--- src/rtl/pipe_ctrl_pkg.sv ---
// Shared definitions for the pipeline stall/flush scheduler and the stage registers
// that consume its hold/bubble controls.
package pipe_ctrl_pkg;

    typedef enum logic [1:0] {
        RUN      = 2'd0,
        MEM_WAIT = 2'd1,
        ERR      = 2'd2
    } state_t;

    localparam int MEM_TIMEOUT_DEF = 16;

    // One bundle for every hold/bubble control, so the stage registers can take it as one port.
    typedef struct packed {
        logic stop_pc;
        logic stop_if_id;
        logic stop_id_ex;
        logic stop_ex_mem;
        logic flush_if_id;
        logic flush_id_ex;
        logic flush_mem_wb;
    } ctrl_t;

endpackage

--- src/rtl/sat_counter.sv ---
// Up-counter that sticks at all-ones instead of wrapping; used for the performance counters.
module sat_counter #(
    parameter int WIDTH = 32
) (
    input  logic             cpu_clk,
    input  logic             cpu_rst,
    input  logic             inc,
    output logic [WIDTH-1:0] count
);

    // NOTE: state registers use non-blocking assignments so every flop samples pre-edge values.
    always_ff @(posedge cpu_clk or posedge cpu_rst) begin
        if (cpu_rst)
            count <= '0;
        else if (inc && (count != '1))
            count <= count + WIDTH'(1);
    end

endmodule

--- src/rtl/pipeline_ctrl.sv ---
// Central stall/flush scheduler: arbitrates data-memory waits, EX redirects and load-use
// hazards into pipeline-register hold/bubble controls, with perf counters and a timeout flag.
module pipeline_ctrl
    import pipe_ctrl_pkg::*;
#(
    parameter int MEM_TIMEOUT = MEM_TIMEOUT_DEF,
    parameter int CNT_W       = 32
) (
    input  logic             cpu_clk,
    input  logic             cpu_rst,
    input  logic             load_use_req,
    input  logic             redirect_EX,
    input  logic             dmem_req_MEM,
    input  logic             dmem_ack,
    output logic             stop_PC,
    output logic             stop_IF_ID,
    output logic             stop_ID_EX,
    output logic             stop_EX_MEM,
    output logic             flush_IF_ID,
    output logic             flush_ID_EX,
    output logic             flush_MEM_WB,
    output logic             mem_err,
    output logic [CNT_W-1:0] stall_cnt,
    output logic [CNT_W-1:0] flush_cnt
);

    localparam int WAIT_W = $clog2(MEM_TIMEOUT + 1);

    state_t            state, state_nxt;
    logic [WAIT_W-1:0] wait_cnt;
    logic              mem_stall;
    ctrl_t             ctrl;

    always_ff @(posedge cpu_clk or posedge cpu_rst) begin
        if (cpu_rst)
            state <= RUN;
        else
            state <= state_nxt;
    end

    // wait_cnt sits at zero in RUN, so it is already clear on entry to MEM_WAIT.
    always_ff @(posedge cpu_clk or posedge cpu_rst) begin
        if (cpu_rst) begin
            wait_cnt <= '0;
            mem_err  <= 1'b0;
        end else begin
            if (state == RUN)
                wait_cnt <= '0;
            else if (state == MEM_WAIT)
                wait_cnt <= wait_cnt + WAIT_W'(1);
            if (state_nxt == ERR)
                mem_err <= 1'b1;
        end
    end

    // NOTE: every always_comb output gets a default first so no path can infer a latch.
    always_comb begin
        state_nxt = state;
        mem_stall = 1'b0;
        ctrl      = '0;

        unique case (state)
            RUN: begin
                if (dmem_req_MEM && !dmem_ack) begin
                    state_nxt = MEM_WAIT;
                    mem_stall = 1'b1;
                end
            end
            MEM_WAIT: begin
                if (dmem_ack) begin
                    state_nxt = RUN;
                end else begin
                    mem_stall = 1'b1;
                    if (wait_cnt == WAIT_W'(MEM_TIMEOUT - 1))
                        state_nxt = ERR;
                end
            end
            ERR:     mem_stall = 1'b1;
            default: state_nxt = RUN;
        endcase

        // Outputs are forced quiet while reset is held, even with requests pending.
        if (cpu_rst) begin
            ctrl = '0;
        end else if (mem_stall) begin
            ctrl.stop_pc      = 1'b1;
            ctrl.stop_if_id   = 1'b1;
            ctrl.stop_id_ex   = 1'b1;
            ctrl.stop_ex_mem  = 1'b1;
            ctrl.flush_mem_wb = 1'b1;
        end else if (redirect_EX) begin
            ctrl.flush_if_id = 1'b1;
            ctrl.flush_id_ex = 1'b1;
        end else if (load_use_req) begin
            ctrl.stop_pc     = 1'b1;
            ctrl.stop_if_id  = 1'b1;
            ctrl.flush_id_ex = 1'b1;
        end
    end

    assign stop_PC      = ctrl.stop_pc;
    assign stop_IF_ID   = ctrl.stop_if_id;
    assign stop_ID_EX   = ctrl.stop_id_ex;
    assign stop_EX_MEM  = ctrl.stop_ex_mem;
    assign flush_IF_ID  = ctrl.flush_if_id;
    assign flush_ID_EX  = ctrl.flush_id_ex;
    assign flush_MEM_WB = ctrl.flush_mem_wb;

    sat_counter #(.WIDTH(CNT_W)) u_stall_cnt (
        .cpu_clk (cpu_clk),
        .cpu_rst (cpu_rst),
        .inc     (ctrl.stop_pc),
        .count   (stall_cnt)
    );

    sat_counter #(.WIDTH(CNT_W)) u_flush_cnt (
        .cpu_clk (cpu_clk),
        .cpu_rst (cpu_rst),
        .inc     (ctrl.flush_if_id),
        .count   (flush_cnt)
    );

endmodule
--- config.mk ---
export PLATFORM = sky130hd
export DESIGN_NAME = pipeline_ctrl
export DESIGN_NICKNAME = d
export VERILOG_FILES = /design/src/rtl/pipe_ctrl_pkg.sv /design/src/rtl/sat_counter.sv /design/src/rtl/pipeline_ctrl.sv
export SDC_FILE = /design/constraint.sdc
export NUM_CORES = 1
export LEC_CHECK = 0
export BUFFER_PORTS_ARGS = -buffer_cell sky130_fd_sc_hd__buf_4
export CAP_MARGIN = 5
export CORE_MARGIN = 2
export CORE_UTILIZATION = 28
export CTS_BUF_LIST = sky130_fd_sc_hd__clkbuf_16
export DETAILED_ROUTE_END_ITERATION = 8
export GPL_TIMING_DRIVEN = 0
export PLACE_DENSITY = 0.57
export REMOVE_ABC_BUFFERS = 1
export SLEW_MARGIN = 20
export SYNTH_ARGS = -nofsm -noshare
export SYNTH_HDL_FRONTEND = slang
export SYNTH_SLANG_ARGS = --single-unit
export TNS_END_PERCENT = 20
--- constraint.sdc ---
create_clock -name cpu_clk -period 9.6 [get_ports cpu_clk]
set_input_delay 1.92 -clock cpu_clk [delete_from_list [all_inputs] [get_ports cpu_clk]]
set_output_delay 1.92 -clock cpu_clk [all_outputs]
set_load 0.05 [all_outputs]
==> flow_metrics.env, run 1 <==
export IMPL_clk_latency_ns=0.33
export IMPL_wl_per_cell_um=13.6
export IMPL_end_kind="primary output"
export IMPL_antenna_found_initial=0
export IMPL_finalCritPeriodShare_pct=53.5
export IMPL_clk_pin_slew_ns=0.06
export IMPL_ant_nets=0
export IMPL_synth_seq_cells=72
export IMPL_design_area_sq_um=4590
export IMPL_place_hpwl_mm=6.05
export IMPL_min_path_type="register to register"
export IMPL_grtUsageMet3_pct=4.88
export IMPL_drc=0
export IMPL_finClkSkew_ns=0.00674
export IMPL_place_gp_congestion=0.838
export IMPL_h_tree_depth=3
export IMPL_ys_async_sr_fraction_pct=100
export IMPL_dpl_cell_area_sq_um=4300
export IMPL_cp_start_kind="input pin"
export IMPL_peakVddDrop_v=0.000153
export IMPL_grt_max_degree=42
export IMPL_num_vias=2752
export IMPL_fp_coreArea_sq_um=12200
export IMPL_row_count=40
export IMPL_grt_setup_unrepaired="no"
export IMPL_synth_warnings=0
export IMPL_via_per_inst=4.63
export IMPL_avgSynthCellArea_sq_um=10.5
export IMPL_area_growth_pct=30.4
export IMPL_post_cts_buffers=0
export IMPL_die_h_um=116
export IMPL_hold_viol=0
export IMPL_clockBufferDepth=2
export IMPL_grt_use_met2_pct=21.7
export IMPL_die_area_sq_um=13500
export IMPL_die_x_um=116
export IMPL_status="finished clean"
export IMPL_drive_gt1_share_pct=26.5
export IMPL_cts_resized_gates=0
export IMPL_grt_overflow_total=0
export IMPL_ios=78
export IMPL_worst_pin_slew_ns=0.646
export IMPL_power_leakage_nw=2.17
export IMPL_netlist_area_sq_um=3520
export IMPL_setup_tns_ns=0
export IMPL_portBuffers=77
export IMPL_required_ns=7.68
export IMPL_crit_type="input pin to primary output"
export IMPL_grt_util_all_layers_pct=12.9
export IMPL_cts_sinks=72
export IMPL_cts_root_buf="clkbuf_16"
export IMPL_grtUsageMet1_pct=15.3
export IMPL_path_max_fanout=41
export IMPL_fmax_ghz=0.195
export IMPL_synth_cells=336
export IMPL_drtIter0Drc=158
export IMPL_hold_buffers=0
export IMPL_grt_pass1_wl_mm=13.6
export IMPL_nNetsFinal=431
export IMPL_powerDensity_nw_per_um2=189
export IMPL_fin_crit_ns=5.14
export IMPL_cts_tree="yes"
export IMPL_num_antenna_cells=0
export IMPL_ys_seq_area_share_pct=51.2
export IMPL_synth_edf_count=0
export IMPL_drv_cap=0
export IMPL_synthFlopType="dfrtp_1"
export IMPL_first_pass_iters=4
export IMPL_finalMaxSlewViolations=0
export IMPL_ys_types=43
export IMPL_worstPathArrival_ns=3.22
export IMPL_grt_busiest_layer="met2"
export IMPL_setup_viol=0
export IMPL_slew_headroom_pct=56.9
export IMPL_grt_pass1_vias=2830
export IMPL_initial_utilization_pct=29.0
export IMPL_postRouteWirelength_mm=8.08
export IMPL_cts_buffers=9
==> registers in the layout (all words and copies together), names as in the netlist <==
name	flops
state	2
u_flush_cnt.count	32
u_stall_cnt.count	32
wait_cnt	5
mem_err	1
==> final timing paths <==
check,startpoint,end,slack [ns],depth (start not counted)
hold / removal,mem_err$_DFFE_PP0N_,mem_err$_DFFE_PP0N_,0.47,1
setup reg to reg,u_stall_cnt.count[0]$_DFFE_PP0P_,u_stall_cnt.count[17]$_DFFE_PP0P_,7.36,7
min in group asynchronous,cpu_rst,state[0]$_DFF_PP0_,1.66,2
hold reg to reg,mem_err$_DFFE_PP0N_,mem_err$_DFFE_PP0N_,0.47,1
setup / recovery,cpu_rst,stop_IF_ID,4.46,6
max in group asynchronous,cpu_rst,u_stall_cnt.count[0]$_DFFE_PP0P_,7.38,3
==> cell usage after synthesis (2+ instances only) <==
cell type | number | area (sq um)
a22o_1 | 2 | 17.5
xor2_1 | 23 | 201
nand2b_1 | 3 | 18.8
nand4_1 | 19 | 119
nand2_2 | 2 | 12.5
buf_4 | 3 | 22.5
nor3_1 | 11 | 55.1
nand2_1 | 39 | 146
mux2_2 | 3 | 33.8
and4_1 | 9 | 78.8
dfrtp_1 | 72 | 1800
nor4_2 | 4 | 50.1
and2_1 | 2 | 12.5
a21oi_1 | 2 | 10.0
nor3_2 | 2 | 20.0
nand3_1 | 26 | 130
xnor2_1 | 36 | 315
ha_1 | 4 | 50.1
and3_1 | 7 | 43.8
o21ai_0 | 4 | 20.0
o211ai_1 | 2 | 15.0
inv_1 | 11 | 41.3
nor2_1 | 29 | 109
nor4_1 | 2 | 12.5
==> worst max-delay path, stage by stage <==
cell	delay [ns]
buf_4	0.13
inv_4	0.39
buf_12	0.28
nand2_1	0.13
inv_2	0.13
buf_4	0.21
==> through the flow <==
step	power [W]	worst slack (ns)	hold WS (ns)	instances	utilization (%)
floorplan	0.000489	3.44	0.450	332	-
global placement	0.000547	2.51	0.460	577	35.2
detailed placement	0.000550	4.39	0.460	578	35.4
CTS	0.000879	4.38	0.473	594	37.8
global route	0.000908	4.26	0.486	594	37.8
finish	0.000866	4.46	0.465	594	37.8
==> layer usage <==
layer,wire [um],part of all wire [%]
met5,0,0
met4,101,1.3
met3,611,7.6
met2,3870,48
met1,3490,43
==> layout make-up <==
cell class / instances / area (sq um)
Clock buffer: 9 / 225
Clock inverter: 7 / 62.6
Fill cell: 1222 / 7570
Inverter: 12 / 47.5
Multi-Input combinational cell: 248 / 1650
Sequential cell: 72 / 1800
Tap cell: 168 / 210
Timing Repair Buffer: 78 / 598
==> cell families after synthesis <==
family | share of synthesized area (%)
fa+ha+maj | 1.42
mux | 1.24
buf+inv | 2.06
flops | 51.2
simple gates | 25.6
xor+xnor | 14.7
compound gates | 3.87
==> where the power goes <==
part           switching [W]  internal [W]
Clock               0.000125      0.000198
Combinational       0.000125     0.0000549
Sequential         0.0000363      0.000327
Total               0.000286      0.000580
==> layout by cell type (no fill, tap or decap), types with 3 or more instances in the layout <==
cell,netlist,routed
and3_1,7,7
nor4_2,4,4
ha_1,4,4
clkbuf_16,0,9
xnor2_1,36,36
o21ai_0,4,4
and4_1,9,9
nand2b_1,3,3
nor3_1,11,11
nand3_1,26,26
nor2_1,29,29
dfrtp_1,72,72
xor2_1,23,23
buf_4,3,77
nand2_1,39,39
inv_1,11,10
nand4_1,19,19
mux2_2,3,3
Note: power is estimated with default switching activity, not from simulation.
==> inputs of run 2 (changes only) <==
--- a/config.mk
+++ b/config.mk
@@ -12,7 +12,7 @@
 export CTS_BUF_LIST = sky130_fd_sc_hd__clkbuf_16
 export DETAILED_ROUTE_END_ITERATION = 8
 export GPL_TIMING_DRIVEN = 0
-export PLACE_DENSITY = 0.57
+export PLACE_DENSITY = 0.58
 export REMOVE_ABC_BUFFERS = 1
 export SLEW_MARGIN = 20
 export SYNTH_ARGS = -nofsm -noshare
==> constraint.sdc (replaced) <==
create_clock -name cpu_clk -period 4.7 [get_ports cpu_clk]
set_input_delay 0.94 -clock cpu_clk [delete_from_list [all_inputs] [get_ports cpu_clk]]
set_output_delay 0.94 -clock cpu_clk [all_outputs]
set_load 0.05 [all_outputs]
==> run 2 against run 1 <==
Compared with the run above: utilization down 0.072 points; total power grew 100%; combinational power rose by 100%; hold slack better by 0.020 ns; sequential share of layout area rose by 0.075 points; clock skew barely moved; highest routed layer unchanged; critical path type unchanged; clock power is 100% higher; sequential cell count unchanged; first-iteration DRC count fell by 41%; worst setup slack worse by 2.9 ns; critical path depth did not move; largest power group unchanged; cell area down 0.19%.
==> flow_metrics.env, run 2 (synthesis results as in run 1) <==
export IMPL_status="finished clean"
export IMPL_grt_pass1_vias=2561
export IMPL_cts_buffers=9
export IMPL_hold_end="u_stall_cnt.count[31]$_DFFE_PP0P_"
export IMPL_worstHoldPathCells=1
export IMPL_first_pass_iters=4
export IMPL_crit_chain="buf_4 > inv_4 > buf_12 > nand2_1 > inv_2 > buf_4"
export IMPL_finClkSkew_ns=0.00679
export IMPL_hp_start="u_stall_cnt.count[31]$_DFFE_PP0P_"
export IMPL_final_cell_mix="buf_4, dfrtp_1, nand2_1, xnor2_1, nor2_1"
export IMPL_worst_pin_slew_ns=0.612
export IMPL_fp_coreArea_sq_um=12200
export IMPL_setup_tns_ns=0
export IMPL_fmax_ghz=0.317
export IMPL_grt_overflow_total=0
export IMPL_hold_viol=0
export IMPL_cpMaxStageDelayCell="inv_4"
export IMPL_wl_per_cell_um=13.5
export IMPL_power_w=0.00176
export IMPL_h_tree_depth=3
export IMPL_finalCritPeriodShare_pct=67.2
export IMPL_crit_buf_inv=5
export IMPL_grt_max_degree=39
export IMPL_powerDensity_nw_per_um2=383
export IMPL_cts_sinks=72
export IMPL_place_gp_congestion=0.826
export IMPL_finalMaxSlewViolations=0
export IMPL_ff2ff_setup_slack_ns=2.43
export IMPL_drc=0
export IMPL_reg2reg_depth=6
export IMPL_drv_cap=0
export IMPL_reg_top3="u_flush_cnt.count x32, u_stall_cnt.count x32, wait_cnt x5"
export IMPL_worstPathArrival_ns=2.22
export IMPL_cts_tree="yes"
export IMPL_grt_util_all_layers_pct=12.5
export IMPL_cpMostUsedCell="buf_4"
export IMPL_end_kind="primary output"
export IMPL_crit_family="buffers and inverters"
export IMPL_postRouteWirelength_mm=7.99
export IMPL_num_antenna_cells=0
export IMPL_finish_utilization_pct=37.7
export IMPL_path_max_fanout=38
export IMPL_portBuffers=77
export IMPL_initial_utilization_pct=29.0
export IMPL_nNetsFinal=431
export IMPL_antenna_found_initial=0
export IMPL_design_area_sq_um=4580
export IMPL_peakVddDrop_v=0.000352
export IMPL_num_vias=2746
export IMPL_clk_latency_ns=0.34
export IMPL_drive_gt1_share_pct=25.8
export IMPL_clk_pin_slew_ns=0.05
export IMPL_cp_start_kind="input pin"
export IMPL_die_area_sq_um=13500
export IMPL_post_cts_buffers=0
export IMPL_power_leakage_nw=2.17
export IMPL_fin_crit_ns=3.16
export IMPL_setup_viol=0
export IMPL_place_hpwl_mm=5.88
export IMPL_grt_setup_unrepaired="no"
export IMPL_die_h_um=116
export IMPL_rr_endpoint="u_stall_cnt.count[31]$_DFFE_PP0P_"
export IMPL_die_x_um=116
export IMPL_critical_path_depth=6
export IMPL_row_count=40
export IMPL_dpl_cell_area_sq_um=4300
export IMPL_critPathMaxStageDelay_ns=0.36
export IMPL_min_path_type="register to register"
export IMPL_final_common_cell="buf_4"
export IMPL_cts_root_buf="clkbuf_16"
export IMPL_hold_buffers=0
export IMPL_drtIter0Drc=94
export IMPL_required_ns=3.76
export IMPL_fin_hold_ws_ns=0.485
export IMPL_clockBufferDepth=2
export IMPL_crit_type="input pin to primary output"
export IMPL_ant_nets=0
export IMPL_via_per_inst=4.62
export IMPL_cts_resized_gates=0
export IMPL_area_growth_pct=30.2
export IMPL_ios=78
export IMPL_r2r_start="state[1]$_DFF_PP0_"
export IMPL_slew_headroom_pct=59.2
export IMPL_grt_pass1_wl_mm=12.8
## run 2: changes by cell type in the layout (fill, tap and decap cells not counted), sizes merged
| cell | before | now |
|---|---|---|
| inv | 12 | 13 |
| clkinvlp | 2 | 0 |
| clkinv | 4 | 5 |
## run 2: worst max-delay path by stage
stage | startpoint | to
after floorplan | cpu_rst | stop_IF_ID
after detailed placement | cpu_rst | stop_PC
after global routing | cpu_rst | stop_PC
after global placement | cpu_rst | stop_PC
after CTS | cpu_rst | stop_PC
final | cpu_rst | stop_PC
## run 2: through the flow
stage          cells  setup WS (ns)
5_1_grt          594           1.37
2_1_floorplan    332          0.495
3_5_place_dp     578           1.48
3_3_place_gp     577         -0.435
4_1_cts          594           1.48
6_report         594           1.54
## run 2: final cells by class
class | count | area [sq um]
well taps | 168 | 210
fillers | 1216 | 7580
multi-input cells | 248 | 1650
clock buffers | 9 | 225
inverters | 12 | 47.5
clock inverters | 7 | 53.8
repair buffers | 78 | 598
flip-flops and latches | 72 | 1800
## run 2: power breakdown
group          leakage [nW]  total (W)  switching [W]  internal (W)
Combinational          1.07   0.000368       0.000256      0.000112
Sequential            0.966   0.000738      0.0000705      0.000667
Clock                 0.141   0.000650       0.000250      0.000400
## run 2: metal layers
layer | global-route usage (%) | vias up | share of wire, %
li1 | - | 1339 | -
met5 | 0 | - | 0
met1 | 14.6 | 1326 | 43
met3 | 5.45 | 10 | 7.3
met4 | 5.00 | 0 | 1.6
met2 | 20.3 | 71 | 48
